[config.mk]
export PLATFORM = sky130hd
export DESIGN_NAME = dmem_responder
export DESIGN_NICKNAME = d
export VERILOG_FILES = /design/src/rtl/dmem_pkg.sv /design/src/rtl/dmem_array.sv /design/src/rtl/dmem_responder.sv
export SDC_FILE = /design/constraint.sdc
export NUM_CORES = 1
export LEC_CHECK = 0
export ABC_AREA = 1
export CAP_MARGIN = 20
export CORE_MARGIN = 4
export CORE_UTILIZATION = 56
export CTS_CLUSTER_DIAMETER = 60
export DETAILED_ROUTE_END_ITERATION = 7
export PLACE_DENSITY = 0.82
export SKIP_LAST_GASP = 1
export SLEW_MARGIN = 20
export SYNTH_ARGS = -nofsm -noshare
export SYNTH_HDL_FRONTEND = slang
export SYNTH_HIERARCHICAL = 1
export SYNTH_SLANG_ARGS = --single-unit
[constraint.sdc]
create_clock -name clk -period 3.2 [get_ports clk]
set_input_delay 0.8 -clock clk [delete_from_list [all_inputs] [get_ports clk]]
set_output_delay 0.8 -clock clk [all_outputs]
set_load 0.05 [all_outputs]
[src/rtl/dmem_pkg.sv]
// Shared types and default constants for the data-memory responder.
package dmem_pkg;

   typedef enum logic [1:0] {
      IDLE = 2'd0,
      WAIT = 2'd1,
      RESP = 2'd2
   } state_t;

   localparam int DEF_DATA_W  = 32;
   localparam int DEF_DEPTH   = 32;
   localparam int DEF_LATENCY = 2;

   // Wait-state counter width; holds LATENCY-1 for LATENCY up to 15.
   localparam int CNT_W = 4;

endpackage

[src/rtl/dmem_array.sv]
// Word store: synchronous write, registered read, synchronous clear of every word.
module dmem_array #(
   parameter int DATA_W = 32,
   parameter int DEPTH  = 32,
   parameter int ADDR_W = 5
) (
   input  logic              clk,
   input  logic              reset,
   input  logic              we,
   input  logic              re,
   input  logic              rd_clr,
   input  logic [ADDR_W-1:0] addr,
   input  logic [DATA_W-1:0] wdata,
   output logic [DATA_W-1:0] rdata
);

   logic [DATA_W-1:0] mem [DEPTH];

   // Storage and read register; reset clears everything, a read beats a clear.
   always_ff @(posedge clk) begin
      if (reset) begin
         for (int i = 0; i < DEPTH; i++) begin
            mem[i] <= '0;
         end
         rdata <= '0;
      end else begin
         if (we) begin
            mem[addr] <= wdata;
         end
         if (re) begin
            rdata <= mem[addr];
         end else if (rd_clr) begin
            rdata <= '0;
         end
      end
   end

endmodule

[src/rtl/dmem_responder.sv]
// Responder end of the data-memory load/store interface with programmable wait states.
module dmem_responder
   import dmem_pkg::*;
#(
   parameter int DATA_W  = DEF_DATA_W,
   parameter int DEPTH   = DEF_DEPTH,
   parameter int ADDR_W  = 5,
   parameter int LATENCY = DEF_LATENCY
) (
   input  logic              clk,
   input  logic              reset,
   input  logic              req_valid,
   output logic              req_ready,
   input  logic              req_write,
   input  logic [31:0]       req_addr,
   input  logic [DATA_W-1:0] req_wdata,
   output logic              resp_valid,
   input  logic              resp_ready,
   output logic [DATA_W-1:0] resp_rdata,
   output logic              resp_err
);

   localparam logic [31:0]      DEPTH_L  = 32'(DEPTH);
   localparam logic [CNT_W-1:0] CNT_LOAD = (LATENCY == 0) ? '0 : CNT_W'(LATENCY - 1);

   state_t             state_q, state_d;
   logic [CNT_W-1:0]   cnt_q;
   logic               wr_q;
   logic [31:0]        addr_q;
   logic [DATA_W-1:0]  wdata_q;

   logic               accept;
   logic               resp_done;
   logic               access_now;
   logic               acc_wr;
   logic [31:0]        acc_addr;
   logic [DATA_W-1:0]  acc_wdata;
   logic               acc_err;

   assign accept    = (state_q == IDLE) && req_valid;
   assign resp_done = (state_q == RESP) && resp_ready;

   // With zero wait states the access uses the request fields at the acceptance edge;
   // otherwise it uses the latched copy when the counter expires.
   assign access_now = (LATENCY == 0) ? accept : ((state_q == WAIT) && (cnt_q == '0));
   assign acc_wr     = (LATENCY == 0) ? req_write : wr_q;
   assign acc_addr   = (LATENCY == 0) ? req_addr  : addr_q;
   assign acc_wdata  = (LATENCY == 0) ? req_wdata : wdata_q;

   // Full 32-bit range check so out-of-range indices never alias onto real words.
   assign acc_err = (acc_addr >= DEPTH_L);

   assign req_ready  = (state_q == IDLE);
   assign resp_valid = (state_q == RESP);

   // State register.
   always_ff @(posedge clk) begin
      if (reset) begin
         state_q <= IDLE;
      end else begin
         state_q <= state_d;
      end
   end

   // Next-state decode; a response handshake returns to IDLE without taking a new request.
   always_comb begin
      state_d = state_q;
      case (state_q)
         IDLE: begin
            if (accept) begin
               state_d = (LATENCY == 0) ? RESP : WAIT;
            end
         end
         WAIT: begin
            if (cnt_q == '0) begin
               state_d = RESP;
            end
         end
         RESP: begin
            if (resp_ready) begin
               state_d = IDLE;
            end
         end
         default: state_d = IDLE;
      endcase
   end

   // Wait-state counter: loaded on acceptance, counts down to zero in WAIT.
   always_ff @(posedge clk) begin
      if (reset) begin
         cnt_q <= '0;
      end else if (accept && (LATENCY != 0)) begin
         cnt_q <= CNT_LOAD;
      end else if ((state_q == WAIT) && (cnt_q != '0)) begin
         cnt_q <= cnt_q - 1'b1;
      end
   end

   // Request capture; pure data, only meaningful while a request is in flight.
   always_ff @(posedge clk) begin
      if (accept) begin
         wr_q    <= req_write;
         addr_q  <= req_addr;
         wdata_q <= req_wdata;
      end
   end

   // Error flag set at the access edge and dropped when the response is taken.
   always_ff @(posedge clk) begin
      if (reset) begin
         resp_err <= 1'b0;
      end else if (access_now) begin
         resp_err <= acc_err;
      end else if (resp_done) begin
         resp_err <= 1'b0;
      end
   end

   dmem_array #(
      .DATA_W (DATA_W),
      .DEPTH  (DEPTH),
      .ADDR_W (ADDR_W)
   ) u_array (
      .clk    (clk),
      .reset  (reset),
      .we     (access_now && acc_wr && !acc_err),
      .re     (access_now && !acc_wr && !acc_err),
      .rd_clr ((access_now && (acc_wr || acc_err)) || resp_done),
      .addr   (acc_addr[ADDR_W-1:0]),
      .wdata  (acc_wdata),
      .rdata  (resp_rdata)
   );

endmodule

; After elaboration in Yosys (flattened, before gate mapping)
; Memories as Yosys holds them, arrays and structs flattened. A register that Yosys moved wholly into a read port is not among the register bits.
; Cells that the tools add are included.
[totals]
register_bits = 104
latchBits = 0
ram_bits = 1024
romBits = 0
output_inout_bits = 35
n_memories = 1
[op_classes]
addsub = 1
multipliers = 0
div = 0
n_lt_le_gt_ge = 1
eq_ne = 5
n_shift = 0
mux = 19
bitwise_logic = 0
n_reduce_logical = 22
[memory_table]
columns = name, words, word_bits, read_ports, rd_clocked_by_memory_dff, write_ports, line
row1 = u_array.mem, 32, 32, 1, 1, 32, dmem_array.sv:17  ; logic [DATA_W-1:0] mem [DEPTH];
[ops]
columns = operator, n
row1 = 2-to-1 mux 32 bit, 3
row2 = ">= comparator 32 x 6 -> 1 bit, second input constant", 1
row3 = OR reduction 32 bit, 1
row4 = 2-to-1 mux 1 bit, 10
row5 = 2-to-1 mux 5 bit, 2
row6 = logical AND 1 bit, 9
row7 = 2-to-1 mux 2 bit, 3
row8 = one-hot mux 2 bit (3 select lines), 1
row9 = nonzero test 2 bit, 3
row10 = logical NOT 4 bit, 1
row11 = "!= test 2 x 1 -> 1 bit, second input constant", 2
row12 = nonzero test 4 bit, 1
row13 = "subtractor 4 x 1 -> 4 bit, second input constant", 1
row14 = AND reduction 3 bit, 1
row15 = "equality test 2 x 1 -> 1 bit, second input constant", 1
row16 = "equality test 2 bit, second input constant", 1
row17 = logical NOT 1 bit, 2
row18 = logical NOT 2 bit, 1
row19 = logical OR 1 bit, 2
row20 = "!= test 2 bit, second input constant", 1
row21 = OR reduction 2 bit, 1

; Depth between registers and ports, before layout
[logic_depth]
ltp_word = 9
depth_mapped = 13
ltp_nobuf = 11

; Hierarchy
; Netlist, hierarchy kept.
[by_module_without_submodules]
columns = mod, instances, cells_each, area_per_inst_um2, seq_area_each_um2
row1 = dmem_array, 1, 5479, 48258.8, 31390.1
row2 = dmem_responder, 1, 166, 2497.4, 2092.0

; Worst setup path before layout
; No wires, ideal clock.
[synth_path]
path_kind = input to register
from = in reset
to = mem u_array.mem[0][0] (enable)
arrival_ps = 2618
t_required_ps = 2811
setup_slack_ps = 192
stages = 7
path_buffers = 2
cell_sequence = clkbuf_1 > inv_1 > nand2_1 > nor3_2 > nand2_1 > clkbuf_1 > nand2_1
[synth_rtl]
columns = element, line
row1 = start: declaration, dmem_responder.sv:11  ; input logic reset,
row2 = end: declaration, dmem_array.sv:17

; Final worst setup path
[layout_path]
from = reg state_q[1]
to = out resp_valid
[layout_between]
elab_chain_len = 1
[layout_lines]
columns = element, line
row1 = start: declaration, dmem_responder.sv:26  ; state_t state_q, state_d;
row2 = start signal: assignment, dmem_responder.sv:61  ; state_q <= state_d;
row3 = equality test 2 bit, dmem_responder.sv:54  ; assign resp_valid = (state_q == RESP);
row4 = end: declaration, dmem_responder.sv:17  ; output logic resp_valid,
; No other way between the ends.

==> flow_metrics.env <==
export IMPL_status="complete, no violations"
export IMPL_clk_pin_slew_ns=0.06
export IMPL_pwr_share_clk_pct=40.4
export IMPL_setup_viol=0
export IMPL_start_util_pct=56.4
export IMPL_diodes=0
export IMPL_max_freq_mhz=337
export IMPL_critical_path_peak_fanout=4
export IMPL_rr_endpoint="u_array/mem[24][7]"
export IMPL_fp_dieW_microns=309
export IMPL_crit_type="register to output pin"
export IMPL_p_per_area_nw_per_um2=582
export IMPL_fin_hold_ws_ns=0.468
export IMPL_max_clock_path_buffers=3
export IMPL_tightest_slew_ns=0.976
export IMPL_root_buffer="clkbuf_16"
export IMPL_grtUsageTotal_pct=29.2
export IMPL_p_int_mw=25.1
export IMPL_endpoint="resp_valid"
export IMPL_min_path_type="register to register"
export IMPL_synth_area_per_cell_sq_um=8.99
export IMPL_dp_final_hpwl_mm=83.0
export IMPL_pwr_share_seq_pct=50.9
export IMPL_rr_worst_depth=12
export IMPL_crit_start="state_q[1]"
export IMPL_combPwrFrac_pct=8.7
export IMPL_ys_seq_area_share_pct=66.0
export IMPL_port_buffers=103
export IMPL_endpoint_kind="output pin"
export IMPL_cts_resized=0
export IMPL_die_area_sq_um=95500
export IMPL_max_cap_viol_count=0
export IMPL_area_delta_synth_final_pct=12.0
export IMPL_cp_slowest_cell="clkdlybuf4s50_1"
export IMPL_critPathLaunchType="register"
export IMPL_insertion_delay_ns=0.71
export IMPL_antenna_found_initial=1
export IMPL_cts_tree="built"
export IMPL_ys_ff_latch=1128
export IMPL_peakVddDrop_v=0.000475
export IMPL_worstReg2RegStart="cnt_q[0]"
export IMPL_die_height_microns=309
export IMPL_rrSetupSlack_ns=0.42
export IMPL_hold_viol=0
export IMPL_power_switching_mw=7.98
export IMPL_hold_buffers=0
export IMPL_ys_warn_count=6
export IMPL_finalWirelength_mm=140
export IMPL_syn_area_sq_um=50800
export IMPL_skew_ns=0.0347
export IMPL_power_mw=33.1
export IMPL_drive_gt1_share_pct=6.16
export IMPL_drc=0
export IMPL_final_nets=5674
export IMPL_gr_total_overflow=0
export IMPL_slew_headroom_pct=34.9
export IMPL_routabilityCongestion=0.957
export IMPL_avgRoutedWirePerCell_microns=20.4
export IMPL_cts_max_level=3
export IMPL_drtIter0Drc=5604
export IMPL_ant_nets=0
export IMPL_arrival_ns=2.16
export IMPL_pin_count=104
export IMPL_max_stage_delay_ns=0.86
export IMPL_syn_nets=5715
export IMPL_dr_pass1_iters=8
export IMPL_n_fill_cell=6786
export IMPL_cts_buffers_inserted=112
export IMPL_rsz0062_at_grt="false"
export IMPL_fin_crit_sh_pct=92.6
export IMPL_leakagePower_nw=25.3
export IMPL_synthCells=5645
export IMPL_synth_cell_types=22
export IMPL_core_area_sq_um=90000
export IMPL_grt_max_degree=144
export IMPL_slew_violations=0
export IMPL_path_cells="inv_1 > nor2_1 > clkdlybuf4s50_1"
export IMPL_vias=39200
export IMPL_power_switching_fraction_pct=24.1
export IMPL_finalCriticalPeriod_ns=2.96
export IMPL_cts_sinks=1128
export IMPL_critPathRequiredTime_ns=2.40
export IMPL_std_cell_rows=110
export IMPL_grt_pass1_wl_mm=214
export IMPL_grt_pass1_vias=38000
export IMPL_via_per_inst=5.70
export IMPL_post_cts_buffers=0
export IMPL_tns_ns=0
[power by group through the flow]
stage	Clock (mW)	Combinational [mW]	Sequential, mW
finish	13.4	2.89	16.8
global route	14.1	3.09	16.9
CTS	13.5	2.82	16.8
detailed placement	0	2.79	17.1
global placement	0	2.75	17.1
floorplan	0	1.72	17.1
[layer usage]
layer	wire (microns)	global-route usage [%]
met5	10	0
met2	64100	45.9
met4	8570	16.9
met3	17800	5.37
met1	49900	38.5
[cell families after synthesis]
family,share of synthesized area [%]
simple gates,29.8
flops,66.0
xor+xnor,0.0173
buf+inv,3.78
compound gates,0.389
fa+ha+maj,0.0246
[sequential cells by signal, summed over array words and instances (netlist names)]
| name | count |
|---|---|
| u_array/mem | 1024 |
| cnt_q | 4 |
| acc_wdata | 32 |
| acc_addr | 32 |
| acc_wr | 1 |
| resp_err | 1 |
| state_q | 2 |
| u_array/rdata | 32 |
[worst min path at each step]
stage	startpoint	end	slack, ns	cells past startpoint
global placement	u_array/rdata[9]	u_array/rdata[9]	0.45	2
detailed placement	u_array/rdata[7]	u_array/rdata[7]	0.46	2
floorplan	cnt_q[3]	cnt_q[3]	0.44	2
finish	u_array/rdata[9]	u_array/rdata[9]	0.47	2
CTS	u_array/rdata[7]	u_array/rdata[7]	0.47	2
global route	u_array/rdata[7]	u_array/rdata[7]	0.49	2
[metrics by stage]
step / instance area, sq um / utilization, % / worst slack (ns) / std cells
floorplan: 50800 / - / 0.192 / 5645
global placement: 53100 / 59.0 / 0.649 / 6666
detailed placement: 53100 / 59.0 / 0.521 / 6666
CTS: 56800 / 63.1 / 0.206 / 6875
global route: 56800 / 63.1 / 0.164 / 6875
finish: 56800 / 63.1 / 0.236 / 6875
[cell usage after synthesis, drive strengths merged]
library cell,number,share of area (%)
nand2,2879,21
clkinv,1,0.0074
nand3,5,0.059
o21bai,1,0.015
ha,1,0.025
clkbuf,275,2.0
buf,128,1.2
a21oi,38,0.37
nor2,1106,8.2
dfxtp,39,1.5
edfxtp,1089,64
xor2,1,0.017
and2,2,0.025
inv,67,0.50
nor3,13,0.25
[cell usage in the layout, fill, tap and decap left out, types with 3 or more instances in the layout]
cell type / count
a21oi_1: 38
buf_12: 28
buf_4: 117
bufinv_16: 15
clkbuf_1: 21
clkbuf_16: 113
clkbuf_8: 4
clkdlybuf4s50_1: 102
clkinv_1: 33
clkinv_2: 19
clkinvlp_4: 3
dfxtp_1: 39
edfxtp_1: 1089
inv_1: 35
inv_2: 24
inv_6: 4
nand2_1: 2877
nand3_1: 4
nor2_1: 1104
nor3_2: 4
nor3_4: 8
[final cells by class]
cell class | instances | area [sq um] | share of cell area [%]
Timing Repair Buffer | 248 | 2460 | 4.34
Tap cell | 1176 | 1470 | 2.59
Sequential cell | 1128 | 33500 | 58.9
Inverter | 68 | 272 | 0.478
Clock inverter | 71 | 761 | 1.34
Clock buffer | 138 | 2960 | 5.21
Multi-Input combinational cell | 4046 | 15400 | 27.1
[critical path: cells and delay by family (launching register included)]
| kind | cells | cell delay (ns) |
|---|---|---|
| buffers and inverters | 2 | 0.93 |
| DFF | 1 | 0.31 |
| and+or+nand+nor | 1 | 0.22 |
No activity file was read; power rests on OpenSTA's default activity.
